==> config.mk <==
export PLATFORM = sky130hd
export DESIGN_NAME = pll_reset_sequencer
export DESIGN_NICKNAME = d
export VERILOG_FILES = /design/src/rtl/pll_reset_sequencer.sv
export SDC_FILE = /design/constraint.sdc
export NUM_CORES = 1
export LEC_CHECK = 0
export CAP_MARGIN = 20
export CORE_ASPECT_RATIO = 0.8
export CORE_MARGIN = 4
export CORE_UTILIZATION = 59
export DETAILED_ROUTE_END_ITERATION = 7
export PLACE_DENSITY = 0.81
export SYNTH_ARGS = -nofsm -noshare
export SYNTH_HDL_FRONTEND = slang
export SYNTH_SLANG_ARGS = --single-unit
==> constraint.sdc <==
create_clock -name clk -period 3.2 [get_ports clk]
set_input_delay 0.64 -clock clk [delete_from_list [all_inputs] [get_ports clk]]
set_output_delay 0.64 -clock clk [all_outputs]
set_load 0.02 [all_outputs]
==> src/rtl/pll_reset_sequencer.sv <==
// PLL power-up / loss-of-lock reset sequencer running on the reference clock.
// Optional `PLL_LOSS_CNT_EN adds the saturating lossCount output.
//
// state        | meaning
// ST_PLL_RST   | PLL held in reset (pllResetN=0) for RESET_CYCLES
// ST_WAIT_LOCK | PLL released, waiting up to LOCK_TIMEOUT for lock
// ST_STABLE    | lock seen, must stay high for STABLE_CYCLES
// ST_RUN       | clock good, system reset released
// ST_FAILED    | retries exhausted, PLL held in reset until reset
module pll_reset_sequencer #(
  parameter int RESET_CYCLES  = 16,
  parameter int LOCK_TIMEOUT  = 65536,
  parameter int STABLE_CYCLES = 1024,
  parameter int MAX_RETRIES   = 3,
  parameter int RETRY_W       = 4
) (
  input  logic               clk,
  input  logic               reset,
  input  logic               isLocked,
  output logic               pllResetN,
  output logic               sysReset,
  output logic               clkReady,
  output logic               failed,
  output logic [RETRY_W-1:0] retries
`ifdef PLL_LOSS_CNT_EN
  ,
  output logic [7:0]         lossCount
`endif
);

  localparam int MAX_AB  = (RESET_CYCLES > LOCK_TIMEOUT) ? RESET_CYCLES : LOCK_TIMEOUT;
  localparam int MAX_CNT = (MAX_AB > STABLE_CYCLES) ? MAX_AB : STABLE_CYCLES;
  localparam int CNT_W   = (MAX_CNT > 2) ? $clog2(MAX_CNT) : 1;

  localparam logic [CNT_W-1:0]   RST_LAST    = CNT_W'(RESET_CYCLES - 1);
  localparam logic [CNT_W-1:0]   LOCK_LAST   = CNT_W'(LOCK_TIMEOUT - 1);
  localparam logic [CNT_W-1:0]   STABLE_LAST = CNT_W'(STABLE_CYCLES - 1);
  localparam logic [RETRY_W-1:0] RETRY_MAX   = RETRY_W'(MAX_RETRIES);

  typedef enum logic [2:0] {
    ST_PLL_RST   = 3'd0,
    ST_WAIT_LOCK = 3'd1,
    ST_STABLE    = 3'd2,
    ST_RUN       = 3'd3,
    ST_FAILED    = 3'd4
  } state_t;

  state_t             state, state_nxt;
  logic [CNT_W-1:0]   cnt, cnt_nxt;
  logic [RETRY_W-1:0] retries_nxt;
  logic               lock_meta, lock_sync;
  logic               pll_rst_n_nxt, sys_reset_nxt, clk_ready_nxt, failed_nxt;

  // isLocked comes from the PLL domain; two flops before any decision.
  always_ff @(posedge clk) begin
    if (reset) begin
      lock_meta <= 1'b0;
      lock_sync <= 1'b0;
    end else begin
      lock_meta <= isLocked;
      lock_sync <= lock_meta;
    end
  end

  always_comb begin
    state_nxt   = state;
    cnt_nxt     = cnt + CNT_W'(1);
    retries_nxt = retries;
    case (state)
      ST_PLL_RST: begin
        if (cnt == RST_LAST) begin
          state_nxt = ST_WAIT_LOCK;
          cnt_nxt   = '0;
        end
      end
      ST_WAIT_LOCK: begin
        // Lock takes priority over a coincident timeout.
        if (lock_sync) begin
          state_nxt = ST_STABLE;
          cnt_nxt   = '0;
        end else if (cnt == LOCK_LAST) begin
          cnt_nxt = '0;
          if (retries == RETRY_MAX) begin
            state_nxt = ST_FAILED;
          end else begin
            state_nxt   = ST_PLL_RST;
            retries_nxt = retries + RETRY_W'(1);
          end
        end
      end
      ST_STABLE: begin
        if (!lock_sync) begin
          state_nxt = ST_WAIT_LOCK;
          cnt_nxt   = '0;
        end else if (cnt == STABLE_LAST) begin
          state_nxt   = ST_RUN;
          cnt_nxt     = '0;
          retries_nxt = '0;
        end
      end
      ST_RUN: begin
        cnt_nxt = '0;
        if (!lock_sync) begin
          state_nxt = ST_PLL_RST;
        end
      end
      ST_FAILED: begin
        cnt_nxt = '0;
      end
      default: begin
        state_nxt = ST_PLL_RST;
        cnt_nxt   = '0;
      end
    endcase

    // Outputs follow the state being entered so they change on the entry edge.
    pll_rst_n_nxt = !(state_nxt == ST_PLL_RST || state_nxt == ST_FAILED);
    sys_reset_nxt = (state_nxt != ST_RUN);
    clk_ready_nxt = (state_nxt == ST_RUN);
    failed_nxt    = (state_nxt == ST_FAILED);
  end

  always_ff @(posedge clk) begin
    if (reset) begin
      state     <= ST_PLL_RST;
      cnt       <= '0;
      retries   <= '0;
      pllResetN <= 1'b0;
      sysReset  <= 1'b1;
      clkReady  <= 1'b0;
      failed    <= 1'b0;
    end else begin
      state     <= state_nxt;
      cnt       <= cnt_nxt;
      retries   <= retries_nxt;
      pllResetN <= pll_rst_n_nxt;
      sysReset  <= sys_reset_nxt;
      clkReady  <= clk_ready_nxt;
      failed    <= failed_nxt;
    end
  end

`ifdef PLL_LOSS_CNT_EN
  always_ff @(posedge clk) begin
    if (reset) begin
      lossCount <= 8'd0;
    end else if (state == ST_RUN && state_nxt == ST_PLL_RST && lossCount != 8'hFF) begin
      lossCount <= lossCount + 8'd1;
    end
  end
`endif

endmodule
* Word-level counts from Yosys, hierarchy flattened
Cells that the tools add are included.
Storage, ports and cells: register bits after elaboration 29, bits of input ports 3, word-level logic and storage cells 53
Cells by class: add/sub/neg operators 2, eq/ne operators 16, muxes and demuxes 20, reductions and logical operators 6
Operators with widths (number):
- 16-bit 2-to-1 mux | 5
- 16-bit case mux with 3 select lines | 1
- 3-bit 2-to-1 mux | 7
- 4-bit 2-to-1 mux | 5
- 16-bit by 1-bit adder with 16-bit output (second input constant) | 1
- 16-bit by 10-bit == test with 1-bit output (second input constant) | 1
- 16-bit == test (second input constant) | 1
- 16-bit by 4-bit == test with 1-bit output (second input constant) | 1
- 3-bit case mux with 5 select lines | 1
- 2-bit != test (second input constant) | 5
- 3-bit by 2-bit == test with 1-bit output (second input constant) | 3
- 4-bit case mux with 2 select lines | 1
- 3-bit == test (second input constant) | 2
- 3-bit logical NOT | 2
- 6-bit AND reduction | 1
- 4-bit by 1-bit adder with 4-bit output (second input constant) | 1
- 4-bit by 2-bit == test with 1-bit output (second input constant) | 1
- 3-bit by 1-bit == test with 1-bit output (second input constant) | 1
- 3-bit by 2-bit != test with 1-bit output (second input constant) | 1
- 2-bit nonzero test | 1
- 1-bit logical NOT | 1
- 1-bit logical OR | 1

* Longest topological paths before layout
Gate-level depths: netlist of the first run.
depth after elaboration 8, mapped depth 7

* Worst setup path after synthesis of the first run
Ideal clock, no wire load.
path type register -> register, start point reg cnt[0], end point reg cnt[10], data arrival time 1764 ps, required time 3085 ps, slack 1322 ps, cell stages (with the launch flop) 8, path buffers 1, path through dfxtp_1 -> ha_1 -> nand3_2 -> nor4_4 -> a21boi_0 -> o211ai_2 -> buf_6 -> nor2_1
On the way: word-level cells in the longest chain between the ends 4, elaborated cells on any way between the ends 10, classes of those cells 1 x add/sub; 3 x eq/ne; 6 x mux
RTL lines:
- start: declaration | line 49 | logic [CNT_W-1:0] cnt, cnt_nxt;
- start signal: assignment | line 134 | cnt <= cnt_nxt;
- 16-bit by 1-bit adder with 16-bit output (tied with other cells) | line 67 | cnt_nxt = cnt + CNT_W'(1);
- 16-bit 2-to-1 mux, on equally long branches | line 95, 81
- 16-bit 2-to-1 mux, on equally long branches | line 92, 78
- 16-bit case mux with 3 select lines (*) | line 69 | case (state)
Mark *: on every way between the ends. The rest lies on a longest branch, timed or not. A chain may end at the register's enable or synchronous reset.

* Worst setup path after layout of the first run
start point reg cnt[0], end point reg cnt[9]
Same word-level chain as after synthesis.

==> results.ini, run 1 <==
[global_route]
grt_pass1_wl_mm=4.057
grt_overflow=0
grt_pass1_vias=926
globalRouteTotalUtil_pct=18.12
grt_max_degree=17
antenna_found_initial=0

[route]
first_iter_violations=48
drt-met1-wl_mm=1.149
wl_per_cell_um=12.72
drtPass1Iterations=4
top_layer_used=met4
drc_errors=0
ant_nets=0
wl_met2_mm=1.029
routed-via-count=1011
avgViaCountPerCell=5.525
drt-total-wl_mm=2.328
dr_wl_met3_um=122

[sta]
fin_ws_ps=942.6
finalCritPeriodShare_pct=70.54
fin_setup_tns_ps=0
max_freq_mhz=443.0
final_max_slew_viol_count=0
finalHoldViolations=0
skew_ps=6.576
rsz0062_at_grt=false
setup_viol=0
whs_ps=465.8
slew_headroom_pct=55.30
finalCriticalPeriod_ps=2257
tightest_slew_ps=668.6

[setup_path]
r2r_slack_ps=940
start_kind=flop
worst_ep_required_time_ps=3380
endpoint_kind=flop
crit_path_max_fanout=16
crit_type=reg2reg
reg2regPathDepth=6
rr_startpoint=cnt[0]
r2r_end=cnt[9]
worstPathArrival_ps=2440

[hold_path]
hold_path_depth=1
hold_class=reg2reg
hold_end=cnt[0]
min_from=cnt[0]

[yosys]
synth_top_area_share_pct=45.40
synth.most_common_cell=nor2_1
seq_area_frac_synth_pct=45.40
synth_edf_count=0
ys_types=36
syn_avg_cell_area_sq_um=8.880
synth_area_leaders=dfxtp_1 (45%), nor2_1 (10%), xnor2_1 (7.5%)
postSynthNetCount=149
synth_seq_cells=29
postSynthCellCount=144
synth_ff_type=dfxtp_1
syn-cell-area_sq_um=1279
synth_top_cell_by_area=dfxtp_1
yosysWarnings=0
async_flop_share_pct=0
synthTopCellsByCount=nor2_1 (35), dfxtp_1 (29), xnor2_1 (11)

[placed_design]
dpl.cell_count=176
io_buffers=10
dpl_worst_slack_ps=946.8
gp_congestion=0.8210
postPlaceCellArea_sq_um=1394
dp_hpwl_mm=1.720

[clock_network]
post_cts_buffers=0
cts-root-buf=clkbuf_4
cts.sinks=29
ctsHoldBuffers=0
cts_tree=yes
cts_resized=0
numCtsBuffers=5
h-tree-depth=2
clk_pin_slew_ps=90
cts_max_path_buffers=2
clk_latency_ps=310

[floorplanning]
core-area_sq_um=1962
die_h_um=49.64
start_util_pct=65.18
pin_count=11
rows=14
die_width_um=60.05
dieArea_sq_um=2981

[pwr]
leakage_nw=0.5308
vdd_ir_drop_max_v=0.0003789
report.power.total_mw=0.6053
power.density_nw_per_um2=417.7

[flow_run]
maxCapViolations=0

[cells_and_area]
syn_to_final_growth_pct=13.31
fin_util_pct=73.85
postLayoutCellArea_sq_um=1449
drive_gt1_share_pct=8.176
layoutNonFillerInstCount=183
layout.nets=164
n_fill_cell=138
num_antenna_cells=0

[outcome]
outcome=finished, final reports clean

-- cells in the final DEF (no fill, tap or decap), drive strengths merged, types with 2 or more instances in the layout --
master | synthesis | routed
a21oi | 3 | 3
clkbuf | 1 | 7
clkdlybuf4s50 | 0 | 10
dfxtp | 29 | 29
ha | 2 | 2
inv | 5 | 5
nand2 | 5 | 5
nand2b | 4 | 4
nand3 | 9 | 9
nand4 | 3 | 3
nor2 | 35 | 35
nor2b | 2 | 2
nor3 | 3 | 3
nor4 | 3 | 3
o21ai | 7 | 7
or3 | 3 | 3
xnor2 | 11 | 11
xor2 | 4 | 4
-- critical path, cell delays in order, from the launching register on --
cell and delay (ps):
dfxtp_1 370, ha_1 220, nand3_2 190, nor4_4 400, a21boi_0 200, o211ai_2 600, nor2_1 130
-- flip-flops by register name (all words and copies together) (netlist names) --
name,flops
clkReady,1
cnt,16
failed,1
lock_meta,1
lock_sync,1
pllResetN,1
retries,4
state,3
sysReset,1
-- routing by layer --
layer / up-vias / GRT usage, %
met1: 466 / 24.72
li1: 522 / -
met4: 0 / 5.535
met2: 20 / 26.62
met5: - / 0
met3: 3 / 6.266
-- report_power, final --
group          internal [mW]  switching [mW]  total, mW
clock                  0.104           0.117      0.220
sequential             0.365         0.00360      0.369
combinational        0.00733         0.00918     0.0165
-- worst max path at each step --
stage	to	startpoint	slack (ps)	cells past startpoint
global placement	cnt[6]	cnt[0]	1060	6
detailed placement	cnt[12]	cnt[0]	950	6
floorplan	cnt[10]	cnt[0]	1320	7
CTS	cnt[9]	cnt[0]	920	6
finish	cnt[9]	cnt[0]	940	6
global route	cnt[7]	cnt[0]	690	6
-- kinds of logic after synthesis --
logic type | share of synthesized area [%]
AOI/OAI and AO/OA | 9.100
xor gates and xnor gates | 10.27
adders and majority gates | 1.957
buffers and inverters | 2.642
DFF | 45.40
muxes | 0.7828
and+or+nand+nor | 29.84
-- final cells by class --
type	count	area (sq um)	share of cell area [%]
multi-input cells	108	664.4	45.85
flip-flops and latches	29	580.6	40.07
repair buffers	10	100.1	6.908
clock buffers	7	55.05	3.800
well taps	24	30.03	2.073
inverters	5	18.77	1.295
(Power assumes the default switching activity.)
==> run 2: changes to the inputs <==
CORE_UTILIZATION = 50   (was 59)
PLACE_DENSITY = 0.73   (was 0.81)
clock period = 1.8 ns   (was 3.2 ns; I/O delays follow)
==> run 2 against run 1 <==
Register-to-register slack worse by 900 ps. Maximum frequency is 29% higher. Combinational power grew to 2.9 times the previous value. Critical endpoint unchanged.
==> results.ini, run 2 (same netlist as run 1, synthesis figures left out) <==
[setup_path]
crit_buf_inv=2  ; +2
cp_slowest_cell=a221o_1
crit_type=reg2reg
start_kind=flop
crit_family=compound AO/OA/AOI/OAI gates
reg2regPathDepth=7  ; +1
r2r_end=cnt[9]
rr_startpoint=cnt[8]
max_stage_delay_ps=380  ; -220 ps
path_cells=buf_4 -> nand3_1 -> or2_1 -> a221o_1 -> o211ai_2 -> buf_12 -> nor2_1
endpoint_kind=flop
worst_ep_required_time_ps=2030  ; -1350 ps
crit_path_max_fanout=16  ; unchanged
worstPathArrival_ps=1980  ; -460 ps
r2r_slack_ps=50  ; -900 ps

[sta]
whs_ps=466.4  ; +0.5830 ps
max_freq_mhz=570.6  ; +29%
slew_headroom_pct=78.33  ; +23 points
final_max_slew_viol_count=0  ; unchanged
skew_ps=6.139  ; -0.4367 ps
finalHoldViolations=0  ; unchanged
tightest_slew_ps=321.7  ; -346.9 ps
setup_viol=0  ; unchanged
rsz0062_at_grt=true
finalCriticalPeriod_ps=1753  ; -504.8 ps
finalCritPeriodShare_pct=97.36  ; +27 points
fin_setup_tns_ps=0  ; unchanged

[floorplanning]
rows=16  ; +2
die_h_um=53.23  ; +7.2%
core-area_sq_um=2442  ; +24%
start_util_pct=52.36  ; -13 points
pin_count=11  ; unchanged
dieArea_sq_um=3435  ; +15%
die_width_um=64.54  ; +7.5%

[hold_path]
hold_end=lock_sync
hold_path_depth=1  ; unchanged
hold_class=reg2reg
min_from=lock_meta

[cells_and_area]
drive_gt1_share_pct=27.62  ; +19 points
syn_to_final_growth_pct=36.20
num_antenna_cells=0  ; unchanged
layout_common_cells=nor2_1 (35), buf_4 (21), dfxtp_1 (20)
layout.nets=186  ; +13%
largest_reg_flops=16  ; unchanged
n_fill_cell=194  ; +41%
multi_input_area_sq_um=738.2  ; +11%
layout_commonest_cell=nor2_1
top_regs=cnt: 16 flops, retries: 4 flops, state: 3 flops
register_area_sq_um=606.8  ; +4.5%
largest_register=cnt

[outcome]
outcome=finished, final reports clean

[global_route]
grt_overflow=0  ; unchanged
grt_max_degree=17  ; unchanged
globalRouteTotalUtil_pct=19.55  ; +1.4 points
grt_pass1_wl_mm=4.926  ; +21%
antenna_found_initial=0  ; unchanged
grt_pass1_vias=1142  ; +23%

[pwr]
report.power.total_mw=1.098  ; +81%
leakage_nw=0.6749  ; +27%
power.density_nw_per_um2=630.6  ; +51%
vdd_ir_drop_max_v=0.0005044  ; +33%

[route]
drc_errors=0  ; unchanged
routed-via-count=1166  ; +15%
ant_nets=0  ; unchanged
first_iter_violations=42  ; -13%
avgViaCountPerCell=5.373  ; -2.7%
drt-total-wl_mm=3.015  ; +30%
drtPass1Iterations=5  ; +1
wl_per_cell_um=13.89  ; +9.2%

[clock_network]
ctsHoldBuffers=0  ; unchanged
cts_tree=yes
clk_pin_slew_ps=90  ; about the same
cts.sinks=29  ; unchanged
clk_latency_ps=330  ; +20 ps
numCtsBuffers=5  ; unchanged
cts-root-buf=clkbuf_4
h-tree-depth=2  ; unchanged
cts_max_path_buffers=2  ; unchanged

[flow_run]
maxCapViolations=0  ; unchanged

[placed_design]
io_buffers=10  ; unchanged
dp_hpwl_mm=2.002  ; +16%
gp_congestion=0.8999  ; +9.6%

-- run 2: worst max-delay path by stage --
stage	endpoint	slack (ps)	start	depth (start not counted)
after floorplan	cnt[12]	3	cnt[5]	7
after global routing	cnt[9]	-40	cnt[10]	7
final	cnt[9]	50	cnt[8]	7
after global placement	cnt[4]	9	cnt[12]	6
after CTS	retries[2]	-20	cnt[0]	6
after detailed placement	pllResetN	-20	cnt[4]	6
-- run 2: layer usage --
| layer | global-route usage [%] | routed length (um) |
|---|---|---|
| met1 | 22.25 | 1271 |
| met2 | 32.88 | 1540 |
| met3 | 5.096 | 137 |
| met4 | 12.63 | 65 |
| met5 | 0 | 0 |
-- run 2: per-stage QoR --
stage	instance area [sq um]	setup slack [ps]	cells	util (%)
after floorplan	1290	2.740	144	-
after global placement	1545	8.695	203	63.27
after detailed placement	1545	-23.18	203	63.27
after CTS	1667	-18.24	216	68.24
after global routing	1742	-40.16	217	71.31
final	1742	47.44	217	71.31
-- run 2: worst register-to-register path: cells and delay by family, from the launching register on --
family / cells / cell delay [ps]
AOI/OAI and AO/OA: 2 / 580
buffers and inverters: 2 / 330
and+or+nand+nor: 3 / 370
DFF: 1 / 360
-- run 2: final cells by class --
| type | count | area share [%] |
|---|---|---|
| flip-flops and latches | 29 | 34.84 |
| multi-input cells | 108 | 42.39 |
| clock buffers | 7 | 3.161 |
| well taps | 36 | 2.586 |
| repair buffers | 32 | 15.95 |
| inverters | 5 | 1.078 |
-- run 2: report_power, final --
group	switching, mW	leakage (nW)	internal (mW)
Combinational	0.0220	0.403	0.0254
Sequential	0.00835	0.241	0.641
Clock	0.217	0.0314	0.184
Total	0.248	0.675	0.851
-- run 2: timing repair --
action                     in CTS  in global routing
setup endpoints to repair      21                 22
cloned                          0                  0
resized for setup               6                 19
setup buffers                   6                  1
pin swaps                       5                  6
